===== src/rtl/lsu_mem_port.sv =====
// lsu_mem_port: load/store front-end between the execute stage and the on-chip word RAM.
//
// Accepts one op at a time, checks alignment, issues one RAM request with byte enables and
// lane-replicated store data, waits for the RAM response and returns extended load data or a
// fault cause to writeback as a single-cycle pulse.
//
// Ports:
//   clk_i, rst_ni        clock, synchronous active-low reset
//   op_valid_i/op_ready_o handshake from execute (ready only while idle)
//   op_store_i           1 = store, 0 = load
//   op_size_i            00 byte, 01 half, 10 word, 11 illegal
//   op_unsigned_i        loads: 1 = zero-extend, 0 = sign-extend
//   op_addr_i            byte address
//   op_wdata_i           right-justified store data
//   resp_valid_o         one-cycle response pulse
//   resp_data_o          extended load data (0 for stores and faults)
//   resp_cause_o         00 ok, 01 misaligned/illegal, 10 access fault, 11 timeout
//   mem_req_o ... mem_wdata_o  RAM request, word-aligned address, byte enables, store data
//   mem_rdata_i, mem_rvalid_i  RAM response
//   mem_fault_i          combinational out-of-range flag, valid while mem_req_o = 1

module lsu_mem_port #(
   parameter int unsigned TIMEOUT_CYCLES = 16
) (
   input  logic        clk_i,
   input  logic        rst_ni,
   input  logic        op_valid_i,
   output logic        op_ready_o,
   input  logic        op_store_i,
   input  logic [1:0]  op_size_i,
   input  logic        op_unsigned_i,
   input  logic [31:0] op_addr_i,
   input  logic [31:0] op_wdata_i,
   output logic        resp_valid_o,
   output logic [31:0] resp_data_o,
   output logic [1:0]  resp_cause_o,
   output logic        mem_req_o,
   output logic        mem_we_o,
   output logic [3:0]  mem_be_o,
   output logic [31:0] mem_addr_o,
   output logic [31:0] mem_wdata_o,
   input  logic [31:0] mem_rdata_i,
   input  logic        mem_rvalid_i,
   input  logic        mem_fault_i
);

   localparam int unsigned CntW = $clog2(TIMEOUT_CYCLES + 1);
   localparam logic [CntW-1:0] CntMax = CntW'(TIMEOUT_CYCLES);

   localparam logic [1:0] CauseOk       = 2'b00;
   localparam logic [1:0] CauseMisalign = 2'b01;
   localparam logic [1:0] CauseFault    = 2'b10;
   localparam logic [1:0] CauseTimeout  = 2'b11;

   localparam logic [1:0] SizeByte = 2'b00;
   localparam logic [1:0] SizeHalf = 2'b01;
   localparam logic [1:0] SizeWord = 2'b10;

   typedef enum logic [1:0] {
      StIdle,
      StIssue,
      StWait,
      StResp
   } state_e;

   // ---------------------------------------------------------------------------------------
   // Helper functions
   // ---------------------------------------------------------------------------------------

   // Illegal size or an address not aligned to the access size.
   function automatic logic is_misaligned(input logic [1:0] size, input logic [1:0] off);
      logic bad;
      case (size)
         SizeByte: bad = 1'b0;
         SizeHalf: bad = off[0];
         SizeWord: bad = (off != 2'b00);
         default:  bad = 1'b1;
      endcase
      return bad;
   endfunction

   function automatic logic [3:0] gen_be(input logic [1:0] size, input logic [1:0] off);
      logic [3:0] be;
      case (size)
         SizeByte: be = 4'b0001 << off;
         SizeHalf: be = 4'b0011 << {off[1], 1'b0};
         default:  be = 4'b1111;
      endcase
      return be;
   endfunction

   // Replicate the store data across all lanes so the RAM only needs the byte enables.
   function automatic logic [31:0] gen_wdata(input logic [1:0] size, input logic [31:0] wdata);
      logic [31:0] d;
      case (size)
         SizeByte: d = {4{wdata[7:0]}};
         SizeHalf: d = {2{wdata[15:0]}};
         default:  d = wdata;
      endcase
      return d;
   endfunction

   function automatic logic [31:0] extract_load(input logic [1:0]  size,
                                                input logic        uns,
                                                input logic [1:0]  off,
                                                input logic [31:0] rdata);
      logic [31:0] shifted;
      logic [31:0] d;
      shifted = rdata >> {off, 3'b000};
      case (size)
         SizeByte: d = uns ? {24'h0, shifted[7:0]}  : {{24{shifted[7]}}, shifted[7:0]};
         SizeHalf: d = uns ? {16'h0, shifted[15:0]} : {{16{shifted[15]}}, shifted[15:0]};
         default:  d = shifted;
      endcase
      return d;
   endfunction

   // ---------------------------------------------------------------------------------------
   // State
   // ---------------------------------------------------------------------------------------

   state_e            state_q, state_d;
   logic              store_q, store_d;
   logic [1:0]        size_q, size_d;
   logic              uns_q, uns_d;
   logic [31:0]       addr_q, addr_d;
   logic [31:0]       wdata_q, wdata_d;
   logic [31:0]       data_q, data_d;
   logic [1:0]        cause_q, cause_d;
   logic [CntW-1:0]   cnt_q, cnt_d;
   logic [CntW-1:0]   cnt_inc;

   assign cnt_inc = cnt_q + 1'b1;

   always_ff @(posedge clk_i) begin
      if (!rst_ni) begin
         state_q <= StIdle;
         store_q <= 1'b0;
         size_q  <= 2'b00;
         uns_q   <= 1'b0;
         addr_q  <= 32'h0;
         wdata_q <= 32'h0;
         data_q  <= 32'h0;
         cause_q <= CauseOk;
         cnt_q   <= '0;
      end else begin
         state_q <= state_d;
         store_q <= store_d;
         size_q  <= size_d;
         uns_q   <= uns_d;
         addr_q  <= addr_d;
         wdata_q <= wdata_d;
         data_q  <= data_d;
         cause_q <= cause_d;
         cnt_q   <= cnt_d;
      end
   end

   // ---------------------------------------------------------------------------------------
   // Next-state logic
   // ---------------------------------------------------------------------------------------

   always_comb begin
      state_d = state_q;
      store_d = store_q;
      size_d  = size_q;
      uns_d   = uns_q;
      addr_d  = addr_q;
      wdata_d = wdata_q;
      data_d  = data_q;
      cause_d = cause_q;
      cnt_d   = cnt_q;

      unique case (state_q)
         StIdle: begin
            if (op_valid_i) begin
               store_d = op_store_i;
               size_d  = op_size_i;
               uns_d   = op_unsigned_i;
               addr_d  = op_addr_i;
               wdata_d = op_wdata_i;
               if (is_misaligned(op_size_i, op_addr_i[1:0])) begin
                  // Rejected before the RAM ever sees it.
                  data_d  = 32'h0;
                  cause_d = CauseMisalign;
                  state_d = StResp;
               end else begin
                  state_d = StIssue;
               end
            end
         end

         StIssue: begin
            if (mem_fault_i) begin
               data_d  = 32'h0;
               cause_d = CauseFault;
               state_d = StResp;
            end else begin
               cnt_d   = '0;
               state_d = StWait;
            end
         end

         StWait: begin
            // A response on the final counted cycle still beats the timeout.
            if (mem_rvalid_i) begin
               data_d  = store_q ? 32'h0 : extract_load(size_q, uns_q, addr_q[1:0], mem_rdata_i);
               cause_d = CauseOk;
               state_d = StResp;
            end else begin
               cnt_d = cnt_inc;
               if (cnt_inc == CntMax) begin
                  data_d  = 32'h0;
                  cause_d = CauseTimeout;
                  state_d = StResp;
               end
            end
         end

         StResp: begin
            state_d = StIdle;
         end

         default: begin
            state_d = StIdle;
         end
      endcase
   end

   // ---------------------------------------------------------------------------------------
   // Outputs
   // ---------------------------------------------------------------------------------------

   // Everything is forced low while reset is asserted, even before the first clock edge has
   // loaded the reset state.
   always_comb begin
      op_ready_o   = 1'b0;
      resp_valid_o = 1'b0;
      resp_data_o  = 32'h0;
      resp_cause_o = CauseOk;
      mem_req_o    = 1'b0;
      mem_we_o     = 1'b0;
      mem_be_o     = 4'b0000;
      mem_addr_o   = 32'h0;
      mem_wdata_o  = 32'h0;

      if (rst_ni) begin
         unique case (state_q)
            StIdle: begin
               op_ready_o = 1'b1;
            end
            StIssue: begin
               mem_req_o   = 1'b1;
               mem_we_o    = store_q;
               mem_be_o    = gen_be(size_q, addr_q[1:0]);
               mem_addr_o  = {addr_q[31:2], 2'b00};
               mem_wdata_o = gen_wdata(size_q, wdata_q);
            end
            StWait: begin
            end
            StResp: begin
               resp_valid_o = 1'b1;
               resp_data_o  = data_q;
               resp_cause_o = cause_q;
            end
            default: begin
            end
         endcase
      end
   end

endmodule


===== config.mk =====
export PLATFORM = sky130hd
export DESIGN_NAME = lsu_mem_port
export DESIGN_NICKNAME = d
export VERILOG_FILES = /design/src/rtl/lsu_mem_port.sv
export SDC_FILE = /design/constraint.sdc
export NUM_CORES = 1
export LEC_CHECK = 0
export ABC_AREA = 1
export BUFFER_PORTS_ARGS = -buffer_cell sky130_fd_sc_hd__buf_2
export CORE_MARGIN = 2
export CORE_UTILIZATION = 30
export CTS_BUF_LIST = sky130_fd_sc_hd__clkbuf_8 sky130_fd_sc_hd__clkbuf_16
export CTS_CLUSTER_SIZE = 12
export DETAILED_ROUTE_END_ITERATION = 12
export MAX_ROUTING_LAYER = met4
export SLEW_MARGIN = 10
export SYNTH_ARGS = -nofsm -noshare
export SYNTH_HDL_FRONTEND = slang
export SYNTH_SLANG_ARGS = --single-unit

===== constraint.sdc =====
create_clock -name clk_i -period 4.7 [get_ports clk_i]
set_clock_uncertainty 0.05 [all_clocks]
set_input_delay 0.94 -clock clk_i [delete_from_list [all_inputs] [get_ports clk_i]]
set_output_delay 0.94 -clock clk_i [all_outputs]
set_load 0.02 [all_outputs]

==> key figures <==
Pwr
  • Static leakage: 3.85 nW
  • Sw Ratio: 46.2%
  • Part of the power in combinational logic: 47.2%
  • Total power: 4.14 mW
  • Reg power frac: 33.8%
  • Internal: 2.23 mW
  • Switch Pwr: 1.91 mW
  • Max VDD drop: 280 uV
  • Cell Pwr Density: 557 nW/um^2
  • Clock share of power: 18.9%

Cells and area
  • Layout cell share with drive strength beyond 1: 23.1%
  • Finished Layout Cells: 1406
  • Final Util: 38.1%
  • Layout area overhead: 24.5%
  • Post-layout nets: 1244
  • Final instance area: 7430 sq um

GRT
  • GRT Util Overall: 17.9%
  • Global-route wire length before repair: 29600 microns
  • Initial antenna violation count: 3
  • Vias in the first global route: 5915
  • Largest net degree at the start of global routing: 111
  • GRT overflow: 0

Timing
  • RSZ-0062 raised after global routing: no
  • Final setup margin: 1.31 ns
  • Final min period: 3.39 ns
  • Worst Tran Pin Value: 0.928 ns
  • Final period util: 72.2%
  • Fin. Hold Viols: 0
  • Worst hold slack: 0.405 ns
  • Slew Viols, Final: 0
  • Rel. slew slack: 38.1%
  • Setup TNS: 0 ns
  • Final setup fails: 0
  • Highest Clock Rate: 295 MHz

Synthesis
  • Yosys warnings: 0
  • Post-synthesis async set-or-reset flop share: 0%
  • Synth Area in Compound Gates: 16.6%
  • Sequential-to-total area share from yosys stat: 36.5%
  • Post-Syn Area: 5970 sq um
  • Synth Area in Simple Gates: 32.3%
  • Yosys reg bits: 109
  • XOR/XNOR Fraction of Synth Area: 0%
  • Avg Inst Size Synth: 6.16 sq um
  • Synthesized netlist cell count: 969
  • Post-synth EDFFs: 0
  • Multiplexer share of the synthesized area: 0%
  • Largest family of logic cells by synthesized area: simple AND/OR/NAND/NOR gates
  • Primary flip-flop cell chosen by synthesis mapping: dfxtp_1
  • Adder-cell share of the synthesized area: 1.47%
  • Synth cell types: 31

Drt
  • Final wirelength: 18500 microns
  • DRT antenna net count: 0
  • WL/cell: 13.2 microns
  • Vias/cell: 4.57
  • DRC violations left: 0
  • Drt pass-1 iters: 5
  • DR vias: 6424
  • First-iteration detailed-routing DRC count: 373

Worst setup path
  • Crit path arrival time: 2.40 ns
  • R2R depth: 10
  • Critical path data required time: 3.71 ns
  • R2R Path End: data_q[18]$_SDFFE_PN0P_
  • Crit path capture: mem_wdata_o[15]
  • Worst-path fanout max: 17
  • Setup crit start: size_q[1]$_SDFFE_PN0P_
  • Worst path max stage delay: 0.81 ns
  • Setup crit end kind: output port
  • FF-to-FF setup slack: 2.21 ns
  • Crit path kind: reg -> out
  • Worst-path cell chain: inv_1, nand2_2, o22ai_1, nor3_1, buf_2
  • R2r startpoint: state_q[0]$_SDFFE_PN0P_
  • Critical path launch point type: flip-flop
  • CP max stage cell: dfxtp_1

Die
  • Die height: 145 microns
  • Die area: 21000 sq um
  • Die width: 145 microns
  • Starting Density: 30.6%
  • FP Rows: 51
  • # IOs: 211
  • Core Area: 19500 sq um

Placed design
  • Placed Area: 7120 sq um
  • GPL Wtd Cong: 0.841
  • Setup WS pre-CTS: 1.64 ns
  • Port bufs: 208
  • Hpwl dp: 13400 microns
  • Dpl cells: 1386

Clock tree
  • TritonCTS clock tree: built
  • Clock Tree Root: clkbuf_16
  • Clock buffer depth: 2
  • CTS Hold Bufs: 0
  • Post-CTS sizing: 0
  • H-tree Lvls: 3
  • Sink Count: 109
  • Clock-pin slew on the worst setup and hold paths: 0.09 ns
  • Number of buffers created by CTS: 9
  • Buffer count from post-CTS setup fixing: 0
  • Clock latency on the worst-skew pair: 0.36 ns

Flow run
  • Max-cap violations: 0

Hold path
  • Worst hold path class: reg -> reg

Status
  • Status: completed
-- power groups by stage --
stage | Combinational, mW | Sequential [mW] | Clock [mW]
2_1_floorplan | 1.58 | 1.36 | 0
4_1_cts | 1.99 | 1.40 | 0.811
6_report | 1.96 | 1.40 | 0.785
3_5_place_dp | 1.98 | 1.42 | 0
3_3_place_gp | 1.97 | 1.42 | 0
5_1_grt | 2.26 | 1.44 | 0.845
-- Yosys cell counts, types with 2 or more instances --
library cell,number,area (sq um)
a211oi_1,3,22.5
a21oi_1,80,400
a31oi_1,2,12.5
buf_1,2,7.51
buf_2,9,45.0
buf_4,5,37.5
buf_6,2,22.5
clkbuf_1,48,180
dfxtp_1,109,2180
ha_1,7,87.6
inv_1,113,424
inv_2,11,41.3
nand2_1,168,631
nand2_2,11,68.8
nand3_1,47,235
nand3_4,2,35.0
nand4_1,12,75.1
nor2_1,222,833
nor3_1,3,15.0
o21ai_0,95,475
o22ai_1,8,50.1
-- cell families after synthesis --
family,Yosys count
DFF,109
and+or+nand+nor,468
buffers and inverters,192
adders and majority gates,7
AOI/OAI and AO/OA,192
other,1
-- layout by cell type (no fill, tap or decap) --
cell / n
nand2_4: 1
nor2_2: 1
nand3_2: 1
o21ai_0: 95
buf_2: 208
buf_4: 10
o21ai_1: 1
ha_1: 7
nor2_8: 1
diode_2: 4
inv_8: 4
dfxtp_1: 109
clkbuf_16: 9
a21oi_1: 80
nor2_1: 222
clkinv_4: 1
nand3_4: 2
inv_1: 113
or2_1: 1
o22ai_1: 8
clkinv_2: 1
nand3_1: 46
clkinv_1: 1
clkinv_8: 1
nand2_1: 167
conb_1: 2
nand4_1: 12
o21bai_1: 1
a211oi_1: 3
a21oi_2: 1
nor3_1: 3
a31oi_1: 2
nand2_2: 11
o211ai_1: 1
inv_2: 11
-- sequential cells by signal, indices dropped and copies added (netlist names) --
| register | flops |
|---|---|
| cause_q | 2 |
| uns_q | 1 |
| wdata_q | 32 |
| store_q | 1 |
| state_q | 2 |
| size_q | 2 |
| cnt_q | 5 |
| addr_q | 32 |
| data_q | 32 |
-- worst max-delay path, delay by kind of cell (launching register included) --
family                 cells  cell delay (ns)
and+or+nand+nor            2             0.49
buffers and inverters      2             0.61
AOI/OAI and AO/OA          1             0.13
DFF                        1             0.81
-- layer usage --
layer,GRT usage (%),routed length (microns),vias up
li1,-,-,3351
met1,22.0,8150,2836
met2,29.2,8660,219
met3,5.06,1480,18
met4,4.12,213,0
met5,-,0,-
-- worst min-delay path by stage --
stage,slack [ns],to,cells after the start,start
3_3_place_gp,0.39,addr_q[8]$_SDFFE_PN0P_,2,addr_q[8]$_SDFFE_PN0P_
4_1_cts,0.41,addr_q[30]$_SDFFE_PN0P_,2,addr_q[30]$_SDFFE_PN0P_
3_5_place_dp,0.40,addr_q[30]$_SDFFE_PN0P_,2,addr_q[30]$_SDFFE_PN0P_
6_report,0.41,addr_q[26]$_SDFFE_PN0P_,2,addr_q[26]$_SDFFE_PN0P_
5_1_grt,0.42,addr_q[17]$_SDFFE_PN0P_,2,addr_q[17]$_SDFFE_PN0P_
2_1_floorplan,0.38,addr_q[10]$_SDFFE_PN0P_,2,addr_q[10]$_SDFFE_PN0P_
-- layout make-up --
cell class / count / area, sq um
Clock inverter: 7 / 75.1
Fill cell: 2209 / 12100
Timing Repair Buffer: 218 / 1120
Multi-Input combinational cell: 669 / 3020
Inverter: 125 / 469
Clock buffer: 9 / 225
Sequential cell: 109 / 2180
Antenna cell: 4 / 10.0
Tap cell: 265 / 332
(Power assumes the default switching activity.)
